$ cat config.mk
export PLATFORM = sky130hd
export DESIGN_NAME = axi4_read_burst_engine
export DESIGN_NICKNAME = d
export VERILOG_FILES = /design/src/rtl/axi4_read_burst_engine.sv
export SDC_FILE = /design/constraint.sdc
export NUM_CORES = 1
export LEC_CHECK = 0
export BUFFER_PORTS_ARGS = -buffer_cell sky130_fd_sc_hd__buf_2
export CORE_AREA = 5 5 465 467
export CTS_CLUSTER_SIZE = 14
export DETAILED_ROUTE_END_ITERATION = 16
export DIE_AREA = 0 0 470 472
export GPL_ROUTABILITY_DRIVEN = 0
export MAX_ROUTING_LAYER = met4
export SYNTH_ARGS = -nofsm -noshare
export SYNTH_HDL_FRONTEND = slang
export SYNTH_SLANG_ARGS = --single-unit
export TNS_END_PERCENT = 5
$ cat constraint.sdc
create_clock -name ap_clk -period 5 [get_ports ap_clk]
set_input_delay 1 -clock ap_clk [delete_from_list [all_inputs] [get_ports ap_clk]]
set_output_delay 1 -clock ap_clk [all_outputs]
set_load 0.05 [all_outputs]
$ cat src/rtl/axi4_read_burst_engine.sv
// axi4_read_burst_engine: splits a read command into 4 KB-safe AXI4 INCR bursts and streams the returned beats
module axi4_read_burst_engine #(
    parameter int ADDR_W          = 64,
    parameter int DATA_W          = 512,
    parameter int ID_W            = 1,
    parameter int MAX_BURST       = 64,
    parameter int MAX_OUTSTANDING = 4,
    parameter int CNT_W           = 32,
    parameter int SWAP_GRAN       = 1
) (
    input  logic              ap_clk,
    input  logic              ap_rst_n,
    input  logic              cmd_valid,
    output logic              cmd_ready,
    input  logic [ADDR_W-1:0] cmd_addr,
    input  logic [CNT_W-1:0]  cmd_beats,
    input  logic              cmd_swap,
    output logic              m_arvalid,
    input  logic              m_arready,
    output logic [ADDR_W-1:0] m_araddr,
    output logic [7:0]        m_arlen,
    output logic [2:0]        m_arsize,
    output logic [1:0]        m_arburst,
    output logic [ID_W-1:0]   m_arid,
    output logic [3:0]        m_arcache,
    input  logic              m_rvalid,
    output logic              m_rready,
    input  logic [DATA_W-1:0] m_rdata,
    input  logic              m_rlast,
    input  logic [1:0]        m_rresp,
    output logic              dout_valid,
    input  logic              dout_ready,
    output logic [DATA_W-1:0] dout_data,
    output logic              dout_last,
    output logic              done,
    output logic              error
);
    localparam int BYTES = DATA_W / 8;
    localparam int SZ    = $clog2(BYTES);
    localparam int OW    = $clog2(MAX_OUTSTANDING + 1);
    localparam int CW    = (CNT_W > 13) ? CNT_W : 13;
    localparam int UB    = SWAP_GRAN * 8;
    localparam int NU    = DATA_W / UB;

    typedef enum logic [1:0] {IDLE, ISSUE, DRAIN} state_t;

    state_t            state, state_nxt;
    logic [ADDR_W-1:0] addr;
    logic [CNT_W-1:0]  remaining, beats, rcv;
    logic              swap;
    logic [OW-1:0]     outstanding;
    logic [12:0]       to_4k, cap;
    logic [CW-1:0]     burst;
    logic [DATA_W-1:0] swapped;
    logic              cmd_hs, ar_hs, r_hs, rl_hs, all_rcv;

    // Burst length is the tightest of: beats left, max burst, beats before the next 4 KB page.
    assign to_4k   = (13'h1000 - {1'b0, addr[11:0]}) >> SZ;
    assign cap     = (to_4k < 13'(MAX_BURST)) ? to_4k : 13'(MAX_BURST);
    assign burst   = (CW'(remaining) < CW'(cap)) ? CW'(remaining) : CW'(cap);

    assign cmd_hs  = cmd_valid & cmd_ready;
    assign ar_hs   = m_arvalid & m_arready;
    assign r_hs    = m_rvalid & m_rready & (state != IDLE);
    assign rl_hs   = r_hs & m_rlast;
    assign all_rcv = (rcv == beats);

    assign m_araddr  = addr;
    assign m_arlen   = (state == ISSUE) ? 8'(burst - CW'(1)) : 8'd0;
    assign m_arsize  = 3'(SZ);
    assign m_arburst = 2'b01;
    assign m_arid    = '0;
    assign m_arcache = 4'b0011;

    for (genvar i = 0; i < NU; i++) begin : g_swap
        assign swapped[i*UB +: UB] = m_rdata[(NU-1-i)*UB +: UB];
    end

    assign m_rready   = dout_ready;
    assign dout_valid = m_rvalid;
    assign dout_data  = swap ? swapped : m_rdata;
    assign dout_last  = m_rvalid & (state != IDLE) & (rcv == beats - CNT_W'(1));

    // State register.
    always_ff @(posedge ap_clk or negedge ap_rst_n) begin
        if (!ap_rst_n) state <= IDLE;
        else           state <= state_nxt;
    end

    // Next state plus the handshake outputs that depend only on state.
    always_comb begin
        state_nxt = state;
        cmd_ready = (state == IDLE);
        m_arvalid = (state == ISSUE) && (outstanding < OW'(MAX_OUTSTANDING));
        case (state)
            IDLE:    state_nxt = (cmd_hs && cmd_beats != '0) ? ISSUE : IDLE;
            ISSUE:   state_nxt = (ar_hs && CW'(remaining) == burst) ? DRAIN : ISSUE;
            DRAIN:   state_nxt = (outstanding == '0 && all_rcv) ? IDLE : DRAIN;
            default: state_nxt = IDLE;
        endcase
    end

    // Command latch, address/beat bookkeeping, outstanding tracking, done and sticky error.
    always_ff @(posedge ap_clk or negedge ap_rst_n) begin
        if (!ap_rst_n) begin
            addr        <= '0;
            remaining   <= '0;
            beats       <= '0;
            rcv         <= '0;
            swap        <= 1'b0;
            outstanding <= '0;
            done        <= 1'b0;
            error       <= 1'b0;
        end else begin
            done <= (state == DRAIN) && (outstanding == '0) && all_rcv;
            if (cmd_hs) begin
                addr      <= cmd_addr & ~ADDR_W'(BYTES - 1);
                remaining <= cmd_beats;
                beats     <= cmd_beats;
                swap      <= cmd_swap;
                rcv       <= '0;
                error     <= 1'b0;
                done      <= (cmd_beats == '0);
            end
            if (ar_hs) begin
                addr      <= addr + (ADDR_W'(burst) << SZ);
                remaining <= remaining - CNT_W'(burst);
            end
            outstanding <= outstanding + OW'(ar_hs) - OW'(rl_hs);
            if (r_hs) rcv <= rcv + CNT_W'(1);
            if (m_rvalid && m_rready && m_rresp != 2'b00) error <= 1'b1;
        end
    end
endmodule

==> results.sh <==
export IMPL_status="complete, but fails checks"
export IMPL_violations="negative setup slack"
export IMPL_synth_top_family_by_area="multiplexers"
export IMPL_dr_pass1_iters=7
export IMPL_drv_cap=0
export IMPL_root_buffer="clkbuf_16"
export IMPL_yosys_warnings=0
export IMPL_design_area_mm2=0.0296
export IMPL_synth_top_area_share_pct=32.8
export IMPL_min_period_ns=5.03
export IMPL_antenna_found_initial=329
export IMPL_die_h_um=472
export IMPL_path_clk_slew_ns=0.07
export IMPL_synth_ff_type="dfrtp_1"
export IMPL_grt_use_total_pct=20.8
export IMPL_io_buffers=1196
export IMPL_drc=0
export IMPL_startpoint="remaining[16]"
export IMPL_critical_path_max_stage_delay_ns=0.41
export IMPL_async_flop_share_pct=100
export IMPL_yosysMostFrequentCell="mux2_2"
export IMPL_grt_overflow=0
export IMPL_core_area_mm2=0.211
export IMPL_worstSetupEndpointType="register"
export IMPL_cts_tree="built"
export IMPL_required_ns=5.35
export IMPL_max_freq_mhz=199
export IMPL_irDropWorstVdd_mv=0.410
export IMPL_top_usage_layer="met2"
export IMPL_drt_iter0_markers=2439
export IMPL_crit_end="m_araddr[54]"
export IMPL_path_depth=20
export IMPL_synth_edff_count=0
export IMPL_synthXorXnorAreaFrac_pct=4.22
export IMPL_cp_max_fo=7
export IMPL_reg2reg_from="remaining[16]"
export IMPL_vias=24400
export IMPL_vias_per_cell=3.81
export IMPL_synth_yosys_seq_area_share_pct=23.0
export IMPL_hold_path_class="register to register"
export IMPL_cellPowerDensity_mw_per_mm2=732
export IMPL_synth_seq_cells=162
export IMPL_start_util_pct=8.34
export IMPL_clock_sinks=162
export IMPL_clock_latency_ns=0.47
export IMPL_netlist_top_cells_count="513 x mux2_2, 253 x nand2_1, 162 x dfrtp_1"
export IMPL_htree_levels=4
export IMPL_synth_largest_area_cell="mux2_2"
export IMPL_yosys_area_share_simple_pct=17.5
export IMPL_setup_violations=4
export IMPL_regToRegSetupSlack_ns=-0.03
export IMPL_hpwl_mm=210
export IMPL_synth_fa_ha_area_share_pct=4.03
export IMPL_antenna_left=0
export IMPL_path_common_cell="or3_4"
export IMPL_dpl_instance_area_mm2=0.0276
export IMPL_ys_types=91
export IMPL_wire_per_inst_um=37.1
export IMPL_use_met2_pct=28.0
export IMPL_drv_slew=0
export IMPL_skew_ns=0.0212
export IMPL_crit_family="simple AND/OR/NAND/NOR gates"
export IMPL_critPathLaunchType="register"
export IMPL_wl_mm=238
export IMPL_worst_slack_ns=-0.0317
export IMPL_tightestPinTransition_ns=0.986
export IMPL_grtUsageMet3_pct=19.4
export IMPL_path_class="register to register"
export IMPL_clockBufferDepth=2
export IMPL_grt_max_degree=91
export IMPL_rsz0062_at_grt="true"
export IMPL_dieWidth_um=470
export IMPL_cp_arrival_ns=5.38
export IMPL_final_util_pct=14.0
export IMPL_hold_violations=0
export IMPL_rows=169
export IMPL_r2r_cells=20
export IMPL_grt_pass1_vias=21700
export IMPL_synth_compound_area_share_pct=12.8
export IMPL_synth_area_mm2=0.0176
export IMPL_final_nets=3904
export IMPL_path_buf_inv=1
export IMPL_path_cells="or3_4, or3_4, nor4_4, nand2_2, nor3_4, nand4b_4, o21ai_4, ha_4, inv_2, fa_2, nor2b_4, o31ai_4, a21boi_2, a2111oi_4, o31a_1, o211ai_4, a31oi_4, nor3b_4, a31oi_1, a211o_1"
export IMPL_syn_to_final_growth_pct=67.7
export IMPL_period_share_pct=101
export IMPL_slew_headroom_pct=34.3
export IMPL_leakagePower_uw=0.0128
export IMPL_synthCells=1993
export IMPL_muxShareOfSynthArea_pct=34.0
export IMPL_r2r_end="m_araddr[54]"
export IMPL_syn_avg_cell_area_um2=8.84
export IMPL_grt_pass1_wl_mm=283
export IMPL_synth_area_leaders="mux2_2 33%, dfrtp_1 23%, nand2_1 5.4%"
export IMPL_io_pins=1219
export IMPL_die_area_mm2=0.222
export IMPL_layout_drive_gt1_share_pct=60.3
export IMPL_grtUsageMet1_pct=19.7
export IMPL_cts_buffers=17
export IMPL_critPathSlowestCell="fa_2"
## report_power, final
group          total (uW)  switching, uW  internal, uW
Combinational       17500          12300          5240
Sequential           2630            797          1830
Clock                1470            666           808
Total               21600          13800          7880
## worst reg2reg max path, delay by kind of cell (launching register included)
kind	cells	cell delay, ns
AOI/OAI and AO/OA	9	1.82
adders and majority gates	2	0.58
buffers and inverters	1	0.04
DFF	1	0.39
and+or+nand+nor	8	2.10
## how the worst min path moves through the flow
stage,startpoint,endpoint,slack [ns],cells past startpoint
after floorplan,remaining[30],remaining[30],0.45,1
after global placement,error,error,0.47,2
after detailed placement,error,error,0.48,2
after CTS,remaining[30],remaining[30],0.50,1
after global routing,remaining[30],remaining[30],0.52,1
final,error,error,0.49,2
## area by class of cell
type | count | area, um2
inverters | 47 | 179
well taps | 2821 | 3530
clock inverters | 13 | 186
multi-input cells | 1687 | 13300
repair buffers | 1316 | 6990
clock buffers | 19 | 433
flip-flops and latches | 162 | 4060
fillers | 24100 | 182000
diodes | 345 | 863
## kinds of logic (layout without fill, tap and decap cells)
kind of cell / after synthesis / in the layout
fa+ha+maj: 55 / 55
buf+inv: 183 / 1395
flops: 162 / 162
xor+xnor: 85 / 85
mux: 533 / 533
other cells: 2 / 386
simple gates: 637 / 637
compound gates: 336 / 336
## state kept, by name, summed over array words and instances (netlist names)
| name | cells |
|---|---|
| m_araddr | 58 |
| beats | 32 |
| rcv | 32 |
| remaining | 32 |
| outstanding | 3 |
| state | 2 |
| done | 1 |
| error | 1 |
| swap | 1 |
## what timing repair did
item	4_1_cts	5_1_grt
setup buffers	8	6
cloned	0	1
hold buffers	0	0
pin swaps	10	42
resized for setup	12	61
setup endpoints to repair	37	61
## per-layer routing
layer	wire, um	vias to the layer above
li1	-	10200
met1	81200	11800
met2	94600	2011
met3	47900	485
met4	13900	0
met5	0	-
## per-stage QoR
| stage | hold WS (ns) | power (uW) | setup TNS, ns | std cells | worst slack [ns] |
|---|---|---|---|---|---|
| floorplan | 0.450 | 13800 | -0.709 | 2032 | -0.0889 |
| global placement | 0.466 | 19300 | -1.40 | 6018 | -0.147 |
| detailed placement | 0.481 | 19400 | -3.30 | 6018 | -0.211 |
| CTS | 0.497 | 21100 | -0.232 | 6058 | -0.0403 |
| global route | 0.519 | 22600 | -3.87 | 6383 | -0.261 |
| finish | 0.492 | 21600 | -0.0891 | 6410 | -0.0317 |
## placed cells by master, fill, tap and decap left out, drive strengths merged, types with 26 or more instances in the layout
| cell type | count |
|---|---|
| nor4 | 26 |
| xor2 | 43 |
| a31oi | 40 |
| nand3 | 50 |
| o21ai | 70 |
| nor2 | 140 |
| buf | 1316 |
| ha | 52 |
| nor3 | 39 |
| mux2 | 513 |
| xnor2 | 42 |
| dfrtp | 162 |
| conb | 41 |
| a21oi | 65 |
| inv | 55 |
| diode | 345 |
| nand2 | 255 |
Note: power is estimated with default switching activity, not from simulation.
